File: src/rtl/act_cfg_pkg.sv
// Shared types and constants for the S2 cell configuration loader.
// Frame geometry helpers used by the loader and its shadow register.
package act_cfg_pkg;

    typedef enum logic [1:0] {
        IDLE,
        SHIFT,
        PARITY,
        COMMIT
    } state_t;

    localparam int NUM_FIELDS = 4;

    localparam int F_D00 = 0;
    localparam int F_D01 = 1;
    localparam int F_D10 = 2;
    localparam int F_D11 = 3;

    function automatic int frame_len(input int ncells, input int xlen);
        return ncells * NUM_FIELDS * xlen;
    endfunction

    function automatic int idx_width(input int frame);
        return (frame > 1) ? $clog2(frame) : 1;
    endfunction

endpackage

File: src/rtl/act_cfg_shift_reg.sv
// Frame-wide shadow register written one bit at a time by index,
// unpacked into the four per-field bus views (ACT_CFG_PARITY_EN adds odd).
module act_cfg_shift_reg
    import act_cfg_pkg::*;
#(
    parameter int XLEN   = 2,
    parameter int NCELLS = 4,
    parameter int FRAME  = frame_len(NCELLS, XLEN),
    parameter int IW     = idx_width(FRAME)
) (
    input  logic                   clock,
    input  logic                   reset,
    input  logic                   clear,
    input  logic                   wr_en,
    input  logic [IW-1:0]          wr_idx,
    input  logic                   wr_bit,
`ifdef ACT_CFG_PARITY_EN
    output logic                   odd,
`endif
    output logic [NCELLS*XLEN-1:0] d00,
    output logic [NCELLS*XLEN-1:0] d01,
    output logic [NCELLS*XLEN-1:0] d10,
    output logic [NCELLS*XLEN-1:0] d11
);

    logic [FRAME-1:0] shadow;

    // Shadow is cleared on reset or a new frame, else written bit by bit.
    always_ff @(posedge clock) begin
        if (reset || clear) begin
            shadow <= '0;
        end else if (wr_en) begin
            shadow[wr_idx] <= wr_bit;
        end
    end

`ifdef ACT_CFG_PARITY_EN
    assign odd = ^shadow;
`endif

    for (genvar c = 0; c < NCELLS; c++) begin : g_cell
        localparam int BASE = c * NUM_FIELDS * XLEN;
        for (genvar b = 0; b < XLEN; b++) begin : g_bit
            assign d00[c*XLEN+b] = shadow[BASE + F_D00*XLEN + b];
            assign d01[c*XLEN+b] = shadow[BASE + F_D01*XLEN + b];
            assign d10[c*XLEN+b] = shadow[BASE + F_D10*XLEN + b];
            assign d11[c*XLEN+b] = shadow[BASE + F_D11*XLEN + b];
        end
    end

endmodule

File: src/rtl/act_s2_cfg_loader.sv
// Serial frame loader with atomic commit to the S2 cell data buses.
// Optional even-parity trailer bit enabled by ACT_CFG_PARITY_EN.
module act_s2_cfg_loader
    import act_cfg_pkg::*;
#(
    parameter int XLEN   = 2,
    parameter int NCELLS = 4
) (
    input  logic                   clock,
    input  logic                   reset,
    input  logic                   start,
    input  logic                   abort,
    input  logic                   cfg_bit,
    input  logic                   cfg_valid,
    output logic                   cfg_ready,
    output logic                   busy,
    output logic                   cfg_done,
    output logic                   cfg_err,
    output logic [NCELLS*XLEN-1:0] d00_bus,
    output logic [NCELLS*XLEN-1:0] d01_bus,
    output logic [NCELLS*XLEN-1:0] d10_bus,
    output logic [NCELLS*XLEN-1:0] d11_bus
);

    localparam int FRAME = frame_len(NCELLS, XLEN);
    localparam int CW    = idx_width(FRAME);
    localparam int BW    = NCELLS * XLEN;

    localparam logic [CW-1:0] LAST = CW'(FRAME - 1);

    state_t        state;
    state_t        state_nx;
    logic [CW-1:0] cnt;
    logic [CW-1:0] cnt_nx;
    logic          xfer;
    logic          sh_clr;
    logic          sh_wr;
    logic          commit;
    logic [BW-1:0] v00;
    logic [BW-1:0] v01;
    logic [BW-1:0] v10;
    logic [BW-1:0] v11;

`ifdef ACT_CFG_PARITY_EN
    logic odd;
    logic err_set;
    logic err_clr;
`endif

    assign xfer = cfg_valid & cfg_ready;

    act_cfg_shift_reg #(
        .XLEN   (XLEN),
        .NCELLS (NCELLS),
        .FRAME  (FRAME),
        .IW     (CW)
    ) u_shadow (
        .clock  (clock),
        .reset  (reset),
        .clear  (sh_clr),
        .wr_en  (sh_wr),
        .wr_idx (cnt),
        .wr_bit (cfg_bit),
`ifdef ACT_CFG_PARITY_EN
        .odd    (odd),
`endif
        .d00    (v00),
        .d01    (v01),
        .d10    (v10),
        .d11    (v11)
    );

    // Next-state, counter and strobe decode; abort beats any transfer.
    always_comb begin
        state_nx  = state;
        cnt_nx    = cnt;
        cfg_ready = 1'b0;
        busy      = (state != IDLE);
        sh_clr    = 1'b0;
        sh_wr     = 1'b0;
        commit    = 1'b0;
`ifdef ACT_CFG_PARITY_EN
        err_set   = 1'b0;
        err_clr   = 1'b0;
`endif
        unique case (state)
            IDLE: begin
                if (start && !abort) begin
                    state_nx = SHIFT;
                    cnt_nx   = '0;
                    sh_clr   = 1'b1;
`ifdef ACT_CFG_PARITY_EN
                    err_clr  = 1'b1;
`endif
                end
            end
            SHIFT: begin
                cfg_ready = 1'b1;
                if (abort) begin
                    state_nx = IDLE;
                end else if (xfer) begin
                    sh_wr  = 1'b1;
                    cnt_nx = cnt + 1'b1;
                    if (cnt == LAST) begin
`ifdef ACT_CFG_PARITY_EN
                        state_nx = PARITY;
`else
                        state_nx = COMMIT;
`endif
                    end
                end
            end
            PARITY: begin
`ifdef ACT_CFG_PARITY_EN
                cfg_ready = 1'b1;
                if (abort) begin
                    state_nx = IDLE;
                end else if (xfer) begin
                    if (odd ^ cfg_bit) begin
                        err_set  = 1'b1;
                        state_nx = IDLE;
                    end else begin
                        state_nx = COMMIT;
                    end
                end
`else
                state_nx = IDLE;
`endif
            end
            COMMIT: begin
                commit   = 1'b1;
                state_nx = IDLE;
            end
            default: begin
                state_nx = IDLE;
            end
        endcase
    end

    // State, counter, done pulse and the active buses.
    always_ff @(posedge clock) begin
        if (reset) begin
            state    <= IDLE;
            cnt      <= '0;
            cfg_done <= 1'b0;
            d00_bus  <= '0;
            d01_bus  <= '0;
            d10_bus  <= '0;
            d11_bus  <= '0;
        end else begin
            state    <= state_nx;
            cnt      <= cnt_nx;
            cfg_done <= commit;
            if (commit) begin
                d00_bus <= v00;
                d01_bus <= v01;
                d10_bus <= v10;
                d11_bus <= v11;
            end
        end
    end

`ifdef ACT_CFG_PARITY_EN
    // Sticky parity error: set on a bad trailer, cleared by a new start.
    always_ff @(posedge clock) begin
        if (reset) begin
            cfg_err <= 1'b0;
        end else if (err_clr) begin
            cfg_err <= 1'b0;
        end else if (err_set) begin
            cfg_err <= 1'b1;
        end
    end
`else
    assign cfg_err = 1'b0;
`endif

endmodule

File: config.mk
export PLATFORM = sky130hd
export DESIGN_NAME = act_s2_cfg_loader
export DESIGN_NICKNAME = d
export VERILOG_FILES = /design/src/rtl/act_cfg_pkg.sv /design/src/rtl/act_cfg_shift_reg.sv /design/src/rtl/act_s2_cfg_loader.sv
export SDC_FILE = /design/constraint.sdc
export NUM_CORES = 1
export LEC_CHECK = 0
export ABC_AREA = 1
export ABC_CLOCK_PERIOD_IN_PS = 2200
export CORE_MARGIN = 5
export CORE_UTILIZATION = 45
export CTS_CLUSTER_SIZE = 30
export DETAILED_ROUTE_END_ITERATION = 16
export GPL_TIMING_DRIVEN = 0
export PLACE_DENSITY = 0.65
export SLEW_MARGIN = 25
export SYNTH_ARGS = -nofsm -noshare
export SYNTH_HDL_FRONTEND = slang
export SYNTH_SLANG_ARGS = --single-unit
File: constraint.sdc
create_clock -name clock -period 2.2 [get_ports clock]
set_input_delay 0.44 -clock clock [delete_from_list [all_inputs] [get_ports clock]]
set_output_delay 0.44 -clock clock [all_outputs]
set_load 0.02 [all_outputs]
==> results.json, run 1 <==
{
  "crit_start": "state[0]$_SDFFE_PP0P_",
  "syn_nets": 444,
  "cp.required_ns": 1.76,
  "synthTopCellsByArea": "dfxtp_1 (46%), nor2_1 (14%), nand2_1 (8.4%)",
  "synth_async_sr_flop_share_pct": 0,
  "synth_enable_flop_cells": 0,
  "die_width_um": 93.3,
  "crit_end": "cfg_ready",
  "rows": 30,
  "netlist.area_leader.share_pct": 46.2,
  "cts.path.max_buffers": 2,
  "report.final.slew_viol_count": 0,
  "fill_cells": 659,
  "critical_path_arrival_ns": 1.62,
  "grt_overflow": 0,
  "combPwrFrac_pct": 4.8,
  "io_buffer_count": 40,
  "track_usage_pct": 18.5,
  "avgSynthCellArea_um2": 7.21,
  "routed_wl_mm": 7.57,
  "hold_viol": 0,
  "yosysSeqAreaShare_pct": 46.2,
  "p_int_mw": 2.13,
  "yosys.cell_count.top_type": "nor2_1",
  "min_period_ns": 2.06,
  "antenna_found_initial": 0,
  "cp-end-kind": "output port",
  "synth_common_cells": "nor2_1 (119), dfxtp_1 (72), nand2_1 (70)",
  "die_h_um": 93.3,
  "critPathSlowestCell": "clkdlybuf4s50_1",
  "ys_warn_count": 0,
  "path_cells": "nand2_1 -> inv_1 -> clkdlybuf4s50_1",
  "power_density_mw_per_mm2": 706,
  "seq_power_share_pct": 47.9,
  "core_mm2": 0.00676,
  "grt_start_max_net_pins": 13,
  "switching_share_pct": 21.8,
  "slowest_delay_ns": 0.61,
  "dr.pass1.iters": 4,
  "finClkSkew_ns": 0.00658,
  "cts_tree": "done",
  "drive_above_1_share_pct": 8.18,
  "detail-route-antenna-nets": 0,
  "fin_setup_tns_ns": 0,
  "post_cts_buffers": 0,
  "holdWs_ns": 0.463,
  "holdCritPathClass": "flip-flop to flip-flop",
  "cts_resized": 0,
  "ys_dominant_reg_cell": "dfxtp_1",
  "clk_latency_ns": 0.35,
  "dp_hpwl_mm": 5.44,
  "final_nets": 495,
  "diodes": 0,
  "cap_viol_max_count": 0,
  "grt_pass1_vias": 2648,
  "vias_per_cell": 5.02,
  "synth_seq_cells": 72,
  "setup_viol": 0,
  "syn_to_final_growth_pct": 23.9,
  "grt_first_pass_wirelength_mm": 12.7,
  "synth.largest_area_cell": "dfxtp_1",
  "fmax_mhz": 485,
  "start_kind": "flip-flop",
  "clkSlewWorstSetupHoldPaths_ns": 0.08,
  "rr_startpoint": "cnt[0]$_SDFFE_PP0P_",
  "rsz0062_at_grt": "false",
  "ys_types": 23,
  "syn_area_mm2": 0.00312,
  "finalCritPeriodShare_pct": 93.8,
  "pwr-share-clk_pct": 47.3,
  "cts_root_buf": "clkbuf_8",
  "crit_fanout": 6,
  "drc_errors": 0,
  "clock_sinks": 72,
  "synthCells": 433,
  "cts_hold_buf": 0,
  "htreeDepth": 3,
  "initial_utilization_pct": 46.2,
  "status": "finished, final reports clean",
  "r2r_end": "cnt[4]$_SDFFE_PP0P_",
  "path_class": "flip-flop to output port",
  "gp_congestion": 0.827,
  "p_switching_mw": 0.595,
  "power_leakage_nw": 1.41,
  "dieArea_mm2": 0.00870,
  "vias": 2859,
  "io_pins": 42,
  "drt_iter0_markers": 107,
  "wl_per_cell_um": 13.3,
  "numCtsBuffers": 9,
  "worstRegToRegCells": 6,
  "vdd_drop_max_v": 0.000324,
  "r2r_slack_ns": 0.43
}
## cell families (layout without fill, tap and decap cells)
family / count (synthesis) / in the layout / share of synthesized area (%)
adders and majority gates: 5 / 5 / 2.00
DFF: 72 / 72 / 46.2
AOI/OAI and AO/OA: 68 / 68 / 10.9
other: 1 / 1 / 0.120
buffers and inverters: 44 / 100 / 7.74
and+or+nand+nor: 243 / 243 / 33.1
## power by group through the flow
| stage | clock network (mW) | registers [mW] | logic [mW] |
|---|---|---|---|
| floorplan | 0 | 1.34 | 0.0877 |
| global placement | 0 | 1.34 | 0.130 |
| detailed placement | 0 | 1.34 | 0.131 |
| CTS | 1.31 | 1.31 | 0.132 |
| global route | 1.36 | 1.31 | 0.146 |
| finish | 1.29 | 1.31 | 0.132 |
## critical path: cells and delay by family, from the launching register on
| kind | cells | cell delay [ns] |
|---|---|---|
| buffers and inverters | 2 | 0.71 |
| flip-flops | 1 | 0.46 |
| AND/OR/NAND/NOR | 1 | 0.11 |
## per-stage QoR
step / worst slack (ns) / utilization (%) / total power, mW / cell area, um^2 / instances
6_report: 0.136 / 57.2 / 2.73 / 3870 / 569
5_1_grt: 0.0299 / 57.2 / 2.81 / 3870 / 569
4_1_cts: 0.123 / 57.2 / 2.75 / 3870 / 569
3_5_place_dp: 0.266 / 53.6 / 1.47 / 3620 / 553
3_3_place_gp: 0.275 / 53.6 / 1.47 / 3620 / 553
2_1_floorplan: 0.793 / - / 1.42 / 3120 / 433
## registers in the layout (all words and copies together), names as in the netlist
name	flops
d11_bus	8
u_shadow.shadow	32
cfg_done	1
d01_bus	8
d10_bus	8
d00_bus	8
cnt	5
state	2
## cell usage in the layout (no fill, tap or decap)
cell type        instances
clkinv_2                 1
clkdlybuf4s50_1         40
nand2_2                  1
nand4_1                  6
dfxtp_1                 72
o21ai_0                 34
ha_1                     5
buf_1                    1
nor3_1                   1
bufinv_16                3
buf_4                    7
conb_1                   1
buf_2                    4
clkinv_4                 1
inv_1                   16
nand2_1                 70
clkinv_1                 1
buf_6                    6
a21oi_1                 34
nor3_4                   1
nand3_1                 42
clkbuf_8                10
nor2_8                   1
clkbuf_1                 7
inv_2                    3
nand3_2                  1
nand3_4                  1
nor2_1                 119
## routing by layer
layer,GRT usage (%),part of all wire [%],vias up
li1,-,-,1507
met2,28.0,43,65
met3,4.42,5.0,19
met1,24.0,49,1268
met4,10.5,2.8,0
met5,0,0,-
## how the worst min path moves through the flow
stage / from / cells past startpoint / slack, ns / endpoint
2_1_floorplan: u_shadow.shadow[16]$_SDFFE_PP0P_ / 2 / 0.43 / u_shadow.shadow[16]$_SDFFE_PP0P_
3_3_place_gp: u_shadow.shadow[21]$_SDFFE_PP0P_ / 2 / 0.44 / u_shadow.shadow[21]$_SDFFE_PP0P_
3_5_place_dp: u_shadow.shadow[17]$_SDFFE_PP0P_ / 2 / 0.45 / u_shadow.shadow[17]$_SDFFE_PP0P_
4_1_cts: u_shadow.shadow[20]$_SDFFE_PP0P_ / 2 / 0.46 / u_shadow.shadow[20]$_SDFFE_PP0P_
5_1_grt: u_shadow.shadow[20]$_SDFFE_PP0P_ / 2 / 0.48 / u_shadow.shadow[20]$_SDFFE_PP0P_
6_report: u_shadow.shadow[12]$_SDFFE_PP0P_ / 2 / 0.46 / u_shadow.shadow[12]$_SDFFE_PP0P_
## layout make-up
| class | instances | area [um^2] | area share (%) |
|---|---|---|---|
| Sequential cell | 72 | 1440 | 37.3 |
| Multi-Input combinational cell | 317 | 1440 | 37.2 |
| Timing Repair Buffer | 40 | 400 | 10.4 |
| Buffer | 24 | 166 | 4.30 |
| Clock buffer | 11 | 141 | 3.66 |
| Clock inverter | 5 | 104 | 2.69 |
| Tap cell | 80 | 100 | 2.59 |
| Inverter | 20 | 75.1 | 1.94 |
(Power assumes the default switching activity.)
==> run 2, diff against run 1 <==
Settings changed: CAP_MARGIN from default to 20, PLACE_DENSITY 0.65 to 0.63.
==> run 2 against run 1 <==
Effect of this change: fmax decreased by 0.84%; first-iteration DRC count increased by 42%; routed wire length decreased by 1.1%; sequential power about the same.
==> results.json, run 2 (synthesis gave the netlist of run 1 again) <==
{
  "gp_congestion": 0.816,
  "grt_pass1_vias": 2546,
  "io_buffer_count": 40,
  "min_period_ns": 2.08,
  "power_density_mw_per_mm2": 688,
  "core_mm2": 0.00676,
  "path_cells": "nand2_1 -> inv_1 -> clkdlybuf4s50_1",
  "grt_first_pass_wirelength_mm": 12.3,
  "finClkSkew_ns": 0.00700,
  "total_power_mw": 2.65,
  "routed_wl_mm": 7.49,
  "drc_errors": 0,
  "track_usage_pct": 18.3,
  "largest_reg_flops": 32,
  "hold_viol": 0,
  "die_width_um": 93.3,
  "crit_fanout": 6,
  "final_nets": 495,
  "clk_latency_ns": 0.35,
  "clock_sinks": 72,
  "largest_register": "u_shadow.shadow",
  "status": "finished, final reports clean",
  "htreeDepth": 3,
  "critPathSlowestCell": "clkdlybuf4s50_1",
  "drive_above_1_share_pct": 8.18,
  "cts_resized": 0,
  "finalCritPeriodShare_pct": 94.6,
  "grt_overflow": 0,
  "cts_hold_buf": 0,
  "cts_root_buf": "clkbuf_8",
  "detail-route-antenna-nets": 0,
  "cp-end-kind": "output port",
  "fin_setup_tns_ns": 0,
  "cp.required_ns": 1.76,
  "path_class": "flip-flop to output port",
  "clkSlewWorstSetupHoldPaths_ns": 0.08,
  "vias_per_cell": 5.03,
  "slowest_delay_ns": 0.61,
  "cts.path.max_buffers": 2,
  "initial_utilization_pct": 46.2,
  "syn_to_final_growth_pct": 23.4,
  "cap_viol_max_count": 0,
  "post_cts_buffers": 0,
  "setup_viol": 0,
  "io_pins": 42,
  "start_kind": "flip-flop",
  "dr.pass1.iters": 4,
  "final_common_cell": "nor2_1",
  "report.final.slew_viol_count": 0,
  "rows": 30,
  "drt_iter0_markers": 152,
  "grt_start_max_net_pins": 13,
  "numCtsBuffers": 9,
  "power_leakage_nw": 1.40,
  "die_h_um": 93.3,
  "antenna_found_initial": 0,
  "dp_hpwl_mm": 5.36,
  "layout_common_cells": "nor2_1 (119), dfxtp_1 (72), nand2_1 (70)",
  "vias": 2864,
  "rsz0062_at_grt": "false",
  "cts_tree": "done",
  "fmax_mhz": 480,
  "vdd_drop_max_v": 0.000445,
  "wl_per_cell_um": 13.2,
  "dieArea_mm2": 0.00870,
  "diodes": 0,
  "critical_path_arrival_ns": 1.64,
  "holdCritPathClass": "flip-flop to flip-flop"
}
==> run 2: changes by cell type in the layout (fill, tap and decap cells not counted), sizes merged <==
cell,before,now
clkbuf,17,18
clkinv,3,2
bufinv,3,2
clkinvlp,0,1
==> run 2: metrics by stage <==
| stage | hold WS (ns) | instance area (um^2) | utilization (%) | worst slack, ns | cells |
|---|---|---|---|---|---|
| after detailed placement | 0.450 | 3620 | 53.6 | 0.265 | 553 |
| after floorplan | 0.433 | 3120 | - | 0.793 | 433 |
| after CTS | 0.464 | 3850 | 57.0 | 0.109 | 569 |
| after global placement | 0.446 | 3620 | 53.6 | 0.285 | 553 |
| after global routing | 0.482 | 3850 | 57.0 | 0.0578 | 569 |
| final | 0.466 | 3850 | 57.0 | 0.119 | 569 |
==> run 2: power breakdown <==
group	switching [mW]	internal [mW]	total (mW)
Clock	0.509	0.703	1.21
Combinational	0.0869	0.0454	0.132
Sequential	0.00321	1.30	1.31
Total	0.599	2.05	2.65
==> run 2: worst max-delay path: cells and delay by family (launching register included) <==
| family | cells | cell delay, ns |
|---|---|---|
| DFF | 1 | 0.47 |
| buffers and inverters | 2 | 0.71 |
| and+or+nand+nor | 1 | 0.11 |
==> run 2: final timing paths <==
kind	endpoint	cells past startpoint	slack, ns	from
min reg2reg	u_shadow.shadow[16]$_SDFFE_PP0P_	2	0.47	u_shadow.shadow[16]$_SDFFE_PP0P_
min	u_shadow.shadow[16]$_SDFFE_PP0P_	2	0.47	u_shadow.shadow[16]$_SDFFE_PP0P_
max reg2reg	cnt[4]$_SDFFE_PP0P_	6	0.43	cnt[0]$_SDFFE_PP0P_
max	cfg_ready	3	0.12	state[0]$_SDFFE_PP0P_
==> run 2: per-layer routing <==
metal / GRT usage [%] / share of wire [%] / vias to the layer above
met2: 28.1 / 44 / 64
met5: 0 / 0 / -
met4: 8.30 / 2.2 / 0
met1: 23.9 / 49 / 1290
met3: 5.07 / 4.3 / 12
li1: - / - / 1498
==> run 2: layout make-up <==
type / instances / area (um^2)
fillers: 673 / 2900
flip-flops and latches: 72 / 1440
multi-input cells: 317 / 1440
repair buffers: 40 / 400
plain buffers: 24 / 166
clock buffers: 12 / 155
well taps: 80 / 100
clock inverters: 4 / 76.3
inverters: 20 / 75.1
==> run 3, diff against run 2 <==
Settings changed: CELL_PAD_IN_SITES_DETAIL_PLACEMENT from default to 0, CELL_PAD_IN_SITES_GLOBAL_PLACEMENT from default to 1, CORE_UTILIZATION 45 to 42, PLACE_DENSITY 0.63 to 0.8.
==> run 3 against run 2 <==
Effect of this change: total power increased by 1.7%; sequential share of layout area is 0.28 points lower; first-iteration DRC count decreased by 19%; largest cell class unchanged; largest power group unchanged.
==> results.json, run 3 (synthesis gave the netlist of run 1 again) <==
{
  "largest_register": "u_shadow.shadow",
  "multi_input_area_mm2": 0.00144,
  "min_period_ns": 2.06,
  "track_usage_pct": 18.1,
  "cp.required_ns": 1.76,
  "start_kind": "flip-flop",
  "die_width_um": 96.2,
  "rsz0062_at_grt": "false",
  "holdWs_ns": 0.461,
  "fill_cells": 741,
  "routed_wl_mm": 7.76,
  "drc_errors": 0,
  "fin_ws_ns": 0.141,
  "cap_viol_max_count": 0,
  "detail-route-antenna-nets": 0,
  "layout_common_cells": "nor2_1 (119), dfxtp_1 (72), nand2_1 (70)",
  "initial_utilization_pct": 43.0,
  "vdd_drop_max_v": 0.000272,
  "report.final.slew_viol_count": 0,
  "max_slew.worst_pin.slew_ns": 0.518,
  "critical_path_arrival_ns": 1.62,
  "htreeDepth": 3,
  "dr.pass1.iters": 4,
  "hold_depth": 2,
  "final_common_cell": "nor2_1",
  "drive_above_1_share_pct": 7.98,
  "fin_setup_tns_ns": 0,
  "clk_latency_ns": 0.35,
  "holdCritPathClass": "flip-flop to flip-flop",
  "dp_hpwl_mm": 5.63,
  "dieArea_mm2": 0.00926,
  "vias_per_cell": 4.87,
  "numCtsBuffers": 9,
  "final_nets": 495,
  "clkSlewWorstSetupHoldPaths_ns": 0.08,
  "wl_per_cell_um": 13.2,
  "crit_fanout": 6,
  "finalCritPeriodShare_pct": 93.6,
  "hold_viol": 0,
  "cts_tree": "done",
  "cts_resized": 0,
  "grt_start_max_net_pins": 13,
  "postLayoutCoreUtil_pct": 53.5,
  "path_class": "flip-flop to output port",
  "setup_viol": 0,
  "place_ws_ns": 0.260,
  "cts.path.max_buffers": 2,
  "rows": 31,
  "status": "finished, final reports clean",
  "diodes": 0,
  "largest_reg_flops": 32,
  "power_leakage_nw": 1.40,
  "place_area_mm2": 0.00365,
  "power_density_mw_per_mm2": 695,
  "grt_overflow": 0,
  "cp-end-kind": "output port",
  "gp_congestion": 0.811,
  "core_mm2": 0.00725,
  "die_h_um": 96.2,
  "slew-limit-headroom_pct": 65.5,
  "drt_iter0_markers": 123,
  "post_cts_buffers": 0,
  "seqCellArea_mm2": 0.00144,
  "worstRegToRegCells": 6,
  "antenna_found_initial": 0,
  "cts_hold_buf": 0,
  "vias": 2864,
  "io_pins": 42,
  "syn_to_final_growth_pct": 24.4,
  "io_buffer_count": 40,
  "fmax_mhz": 486,
  "finClkSkew_ns": 0.0112,
  "cts_root_buf": "clkbuf_8",
  "grt_pass1_vias": 2542,
  "clock_sinks": 72,
  "fin_area_mm2": 0.00388,
  "grt_first_pass_wirelength_mm": 12.7
}
-- run 3: cell types whose count changed in the layout (fill, tap and decap cells not counted) --
cell | before | now
clkbuf_1 | 7 | 8
clkbuf_8 | 11 | 9
clkinv_4 | 1 | 0
bufinv_16 | 2 | 3
clkinvlp_4 | 1 | 2
-- run 3: worst max-delay path, stage by stage (launching register included) --
cell             delay (ns)
dfxtp_1                0.45
nand2_1                0.10
inv_1                  0.10
clkdlybuf4s50_1        0.61
-- run 3: metrics by stage --
stage	cells	power, mW
floorplan	433	1.42
global placement	572	1.47
detailed placement	572	1.47
CTS	588	2.73
global route	588	2.81
finish	588	2.70
-- run 3: path summary, 6_finish.rpt --
| kind | start | endpoint | slack [ns] |
|---|---|---|---|
| worst max-delay path | state[0]$_SDFFE_PP0P_ | cfg_ready | 0.14 |
| worst min-delay path | u_shadow.shadow[29]$_SDFFE_PP0P_ | u_shadow.shadow[29]$_SDFFE_PP0P_ | 0.46 |
| worst max register to register | cnt[1]$_SDFFE_PP0P_ | cnt[4]$_SDFFE_PP0P_ | 0.40 |
| worst min register to register | u_shadow.shadow[29]$_SDFFE_PP0P_ | u_shadow.shadow[29]$_SDFFE_PP0P_ | 0.46 |
-- run 3: layer usage --
metal | vias up | wire, um | global-route usage, %
met1 | 1274 | 3680 | 23.1
met2 | 83 | 3460 | 28.7
met5 | - | 0 | 0
met4 | 0 | 105 | 6.52
met3 | 9 | 525 | 5.79
li1 | 1498 | - | -
-- run 3: report_power, final --
group          leakage, nW  switching, mW  internal [mW]
Sequential           0.580        0.00291           1.30
Clock                0.110          0.504          0.754
Combinational        0.706         0.0866         0.0455
-- run 3: area by class of cell --
cell class,instances,share of cell area (%)
Inverter,20,1.93
Clock inverter,5,2.71
Timing Repair Buffer,40,10.3
Tap cell,99,3.19
Sequential cell,72,37.1
Buffer,24,4.29
Clock buffer,11,3.38
Multi-Input combinational cell,317,37.1
